<file path="src/rtl/counter_monitor.sv">
// Checks the sample stream of an upstream free-running up-counter for legal steps.
// It also counts max->0 wraps and captures the first illegal step.
module counter_monitor #(
  parameter int WIDTH  = 3,
  parameter int WRAP_W = 4
) (
  input  logic              clock,
  input  logic              reset,
  input  logic [WIDTH-1:0]  cnt_in,
  input  logic              cnt_valid,
  input  logic              clear_err,
  output logic              wrap_pulse,
  output logic              rst_pulse,
  output logic [WRAP_W-1:0] wrap_count,
  output logic              step_err,
  output logic [WIDTH-1:0]  err_prev,
  output logic [WIDTH-1:0]  err_value
);

  typedef enum logic [1:0] {IDLE, TRACK, ERROR} state_t;

  localparam logic [WIDTH-1:0] CNT_MAX = {WIDTH{1'b1}};
  localparam logic [WIDTH-1:0] CNT_ONE = {{(WIDTH-1){1'b0}}, 1'b1};

  state_t           state, state_nxt;
  logic [WIDTH-1:0] prev;
  logic [WIDTH-1:0] delta;
  logic             is_step, is_wrap, is_resync, is_fault;
  logic             wrap_nxt, rst_nxt, count_en, capture, err_set, err_clr;

  function automatic logic [WRAP_W-1:0] sat_inc(input logic [WRAP_W-1:0] val);
    return (&val) ? val : val + 1'b1;
  endfunction

  // Classification of the current sample against the previous one
  always_comb begin
    delta     = cnt_in - prev;
    is_step   = (delta == CNT_ONE);
    is_wrap   = is_step && (prev == CNT_MAX) && (cnt_in == '0);
    is_resync = (cnt_in == '0) && !is_step && (prev != '0);
    is_fault  = (delta != '0) && !is_step && !is_resync;
  end

  always_comb begin
    state_nxt = state;
    wrap_nxt  = 1'b0;
    rst_nxt   = 1'b0;
    count_en  = 1'b0;
    capture   = 1'b0;
    err_set   = 1'b0;
    err_clr   = 1'b0;
    if (cnt_valid) begin
      case (state)
        IDLE: state_nxt = TRACK;
        TRACK: begin
          wrap_nxt = is_wrap;
          rst_nxt  = is_resync;
          count_en = is_wrap;
          if (is_fault) begin
            capture   = 1'b1;
            err_set   = 1'b1;
            state_nxt = ERROR;
          end
        end
        ERROR: begin
          wrap_nxt = is_wrap;
          rst_nxt  = is_resync;
          count_en = is_wrap;
          // A fault arriving with the clear request keeps the error and refreshes the capture
          if (clear_err) begin
            if (is_fault) begin
              capture = 1'b1;
            end else begin
              err_clr   = 1'b1;
              state_nxt = TRACK;
            end
          end
        end
        default: state_nxt = IDLE;
      endcase
    end
  end

  always_ff @(posedge clock) begin
    if (reset) begin
      state      <= IDLE;
      prev       <= '0;
      wrap_pulse <= 1'b0;
      rst_pulse  <= 1'b0;
      wrap_count <= '0;
      step_err   <= 1'b0;
      err_prev   <= '0;
      err_value  <= '0;
    end else begin
      state      <= state_nxt;
      wrap_pulse <= wrap_nxt;
      rst_pulse  <= rst_nxt;
      if (cnt_valid) prev <= cnt_in;
      if (count_en) wrap_count <= sat_inc(wrap_count);
      if (err_set) step_err <= 1'b1;
      else if (err_clr) step_err <= 1'b0;
      if (capture) begin
        err_prev  <= prev;
        err_value <= cnt_in;
      end
    end
  end

endmodule
</file>
<file path="config.mk">
export PLATFORM = sky130hd
export DESIGN_NAME = counter_monitor
export DESIGN_NICKNAME = d
export VERILOG_FILES = /design/src/rtl/counter_monitor.sv
export SDC_FILE = /design/constraint.sdc
export NUM_CORES = 1
export LEC_CHECK = 0
export CORE_MARGIN = 4
export CORE_UTILIZATION = 46
export CTS_BUF_LIST = sky130_fd_sc_hd__clkbuf_4
export DETAILED_ROUTE_END_ITERATION = 8
export GPL_ROUTABILITY_DRIVEN = 0
export HOLD_SLACK_MARGIN = 0.06
export PLACE_DENSITY = 0.78
export SYNTH_ARGS = -nofsm -noshare
export SYNTH_HDL_FRONTEND = slang
export SYNTH_SLANG_ARGS = --single-unit
</file>
<file path="constraint.sdc">
create_clock -name clock -period 2.1 [get_ports clock]
set_clock_uncertainty 0.2 [all_clocks]
set_input_delay 0.42 -clock clock [delete_from_list [all_inputs] [get_ports clock]]
set_output_delay 0.42 -clock clock [all_outputs]
set_load 0.02 [all_outputs]
</file>
==> run_results.csv <==
group,metric,value,unit
drt,antenna_left,0,
die,io_pins,20,
clock_network,clockBufferDepth,2,
worst_setup_path,crit_arrival,2.13,ns
status,violations,"negative setup slack",
placed_design,io_buffers,19,
pwr,switching_share,26.7,%
yosys,syn-cell-area,876,um2
global_route,grt_overflow,0,
worst_setup_path,reg2reg_from,"prev[0]",
worst_hold_path,min_from,"step_err",
pwr,p_switching,180,uW
pwr,p_seq_share,53.4,%
final_layout,area_growth,41.9,%
worst_setup_path,critical_path.top_delay_family,"adder cells",
clock_network,numClockSinks,18,
pwr,pwr-share-clk,25.8,%
worst_setup_path,startpoint_type,"flop",
sta,fmax,472,MHz
pwr,p_comb_share,20.8,%
worst_hold_path,hp-class,"flop to flop",
sta,min_period,2.12,ns
worst_setup_path,critPathBufInv,1,
drt,drc,0,
clock_network,cts_tree,"built",
yosys,ys_types,31,
global_route,track_usage,16.4,%
yosys,synth_edf_count,0,
sta,setup_viol,1,
pwr,leakage,0.000517,uW
yosys,synth_top_area_share,41.1,%
worst_setup_path,cp.required,2.11,ns
worst_setup_path,cp_slowest_stage_delay,0.35,ns
final_layout,n_antenna_cell,0,
clock_network,cts_max_level,1,
clock_network,clock_latency,0.29,ns
drt,vias,720,
status,status,"complete, but fails checks",
global_route,grt_pass1_vias,767,
die,core_area,0.00176,mm2
worst_setup_path,r2r_end,"state[1]",
drt,drtPass1Iterations,2,
worst_setup_path,worstPathCellList,"ha_4 > fa_2 > xnor3_1 > a22oi_2 > buf_4 > nand3_2 > or3_4 > o31ai_4",
yosys,async_flop_share,0,%
pwr,power_density,543,mW/mm2
worst_setup_path,cp_max_fo,4,
final_layout,final_nets,135,
worst_setup_path,reg2reg_slack,-0.02,ns
placed_design,placed_area,0.00120,mm2
global_route,antenna_found_initial,0,
placed_design,hpwl,1450,um
yosys,synth_area_leaders,"dfxtp_1 (41%), mux2i_1 (11%), ha_1 (7.1%)",
sta,hold_viol_final,0,
job,max_cap_violations,0,
yosys,synth_top_flop_cell,"dfxtp_1",
yosys,yosysTopAreaCell,"dfxtp_1",
die,die_area,0.00267,mm2
final_layout,final_cell_mix,"dfxtp_1 (17), clkdlybuf4s50_1 (17), nor2_1 (13), mux2i_1 (10), buf_4 (10)",
die,die_w,51.6,um
worst_setup_path,ff2ff_path_depth,8,
clock_network,postCtsSetupBuffers,0,
worst_setup_path,critical_path_class,"flop to flop",
drt,routed_wl,1850,um
yosys,ys_seq_area_share,41.1,%
die,initial_core_util,49.6,%
sta,worst_slew_pin_slew,0.305,ns
clock_network,cts_hold_buf,0,
worst_hold_path,hold_depth,2,
drt,wl_per_cell,12.7,um
die,rows,15,
sta,setup_tns,-0.0187,ns
yosys,syn-instance-count,92,
global_route,grt_max_degree,11,
sta,finalCritPeriodShare,101,%
worst_setup_path,cp_slowest_cell,"dfxtp_2",
clock_network,numCtsBuffers,3,
pwr,ir_drop,0.513,mV
worst_hold_path,min_to,"step_err",
yosys,ys_ff_latch,18,
pwr,p_int,494,uW
drt,detail_route.vias_per_cell,4.93,
sta,report.final.slew_viol_count,0,
drt,drt-initial-drc-count,8,
yosys,syn_avg_cell_area,9.52,um2
worst_setup_path,crit_path_end_kind,"flop",
clock_network,cts-root-buf,"clkbuf_4",
yosys,synth_nets,105,
clock_network,clk_pin_slew_worst_paths,0.10,ns
final_layout,drive_gt1_share,23.1,%
yosys,yosys_warnings,0,
global_route,grt_pass1_wl,3280,um
die,die_h,51.6,um
final_layout,fin_area,0.00124,mm2
sta,postLayoutSetupSlackWorst,-0.0187,ns
sta,rsz0062_at_grt,"yes",
sta,max_slew_margin,79.5,%
==> how the worst max path moves through the flow <==
stage | startpoint | depth (start not counted) | endpoint
after floorplan | cnt_in[0] | 9 | err_value[0]
after global placement | cnt_in[0] | 10 | err_value[0]
after detailed placement | cnt_in[0] | 10 | err_value[1]
after CTS | prev[0] | 8 | state[1]
after global routing | prev[0] | 8 | state[1]
final | prev[0] | 8 | state[1]
==> synthesized netlist by cell type (all sizes together) (2+ instances only) <==
cell and count:
ha 5, o21ai 2, buf 2, a21oi 3
nor2 13, or3 2, nand3 4, nand2 5
mux2i 10, dfxtp 18, and3 4, inv 5
nor3 2, clkbuf 2
==> through the flow <==
stage	std cells	hold slack, ns	power (uW)	utilization, %	setup slack [ns]
3_5_place_dp	143	0.277	498	67.8	-0.840
6_report	146	0.285	675	70.4	-0.0187
5_1_grt	146	0.350	715	70.4	-0.0956
3_3_place_gp	143	0.266	493	67.8	-0.784
4_1_cts	147	0.291	675	69.6	-0.0424
2_1_floorplan	92	0.269	441	-	-0.0956
==> kinds of logic (layout without fill, tap and decap cells) <==
kind of cell,after synthesis,in the layout,share of synthesized area [%]
buffers and inverters,9,38,4.86
AOI/OAI and AO/OA,10,10,7.57
muxes,10,10,11.4
DFF,18,18,41.1
and+or+nand+nor,37,37,22.0
adders and majority gates,6,6,9.43
xor gates and xnor gates,2,2,3.57
==> metal layers <==
metal / vias to the layer above / track usage [%] / wire [um]
li1: 376 / - / -
met1: 327 / 18.6 / 861
met2: 15 / 28.6 / 878
met5: - / 0 / 0
met3: 2 / 6.59 / 93
met4: 0 / 3.93 / 14
==> area by class of cell <==
class / instances / area (um2)
flip-flops and latches: 18 / 362
well taps: 25 / 31.3
repair buffers: 29 / 259
inverters: 5 / 31.3
multi-input cells: 65 / 533
fillers: 155 / 522
clock inverters: 1 / 3.75
clock buffers: 3 / 22.5
==> state kept, by name, indices dropped and copies added, names as in the netlist <==
register,cells
state,2
wrap_pulse,1
rst_pulse,1
prev,3
wrap_count,4
err_prev,3
err_value,3
step_err,1
==> power groups by stage <==
stage,clock network [uW],registers [uW],logic [uW]
6_report,174,360,140
5_1_grt,199,362,154
4_1_cts,182,360,132
3_5_place_dp,0,368,130
3_3_place_gp,0,368,126
2_1_floorplan,0,371,69.7
==> worst register-to-register path, stage by stage (launching register included) <==
cell and delay, ns:
dfxtp_2 0.35, ha_4 0.15, fa_2 0.33, xnor3_1 0.21, a22oi_2 0.18, buf_4 0.16, nand3_2 0.06, or3_4 0.34
o31ai_4 0.06
==> what timing repair did <==
item                       CTS  global route
cloned                       0             0
pin swaps                    4             7
gates resized for setup      9             8
setup endpoints to repair   15            10
Power figures use the tool's default switching activity.
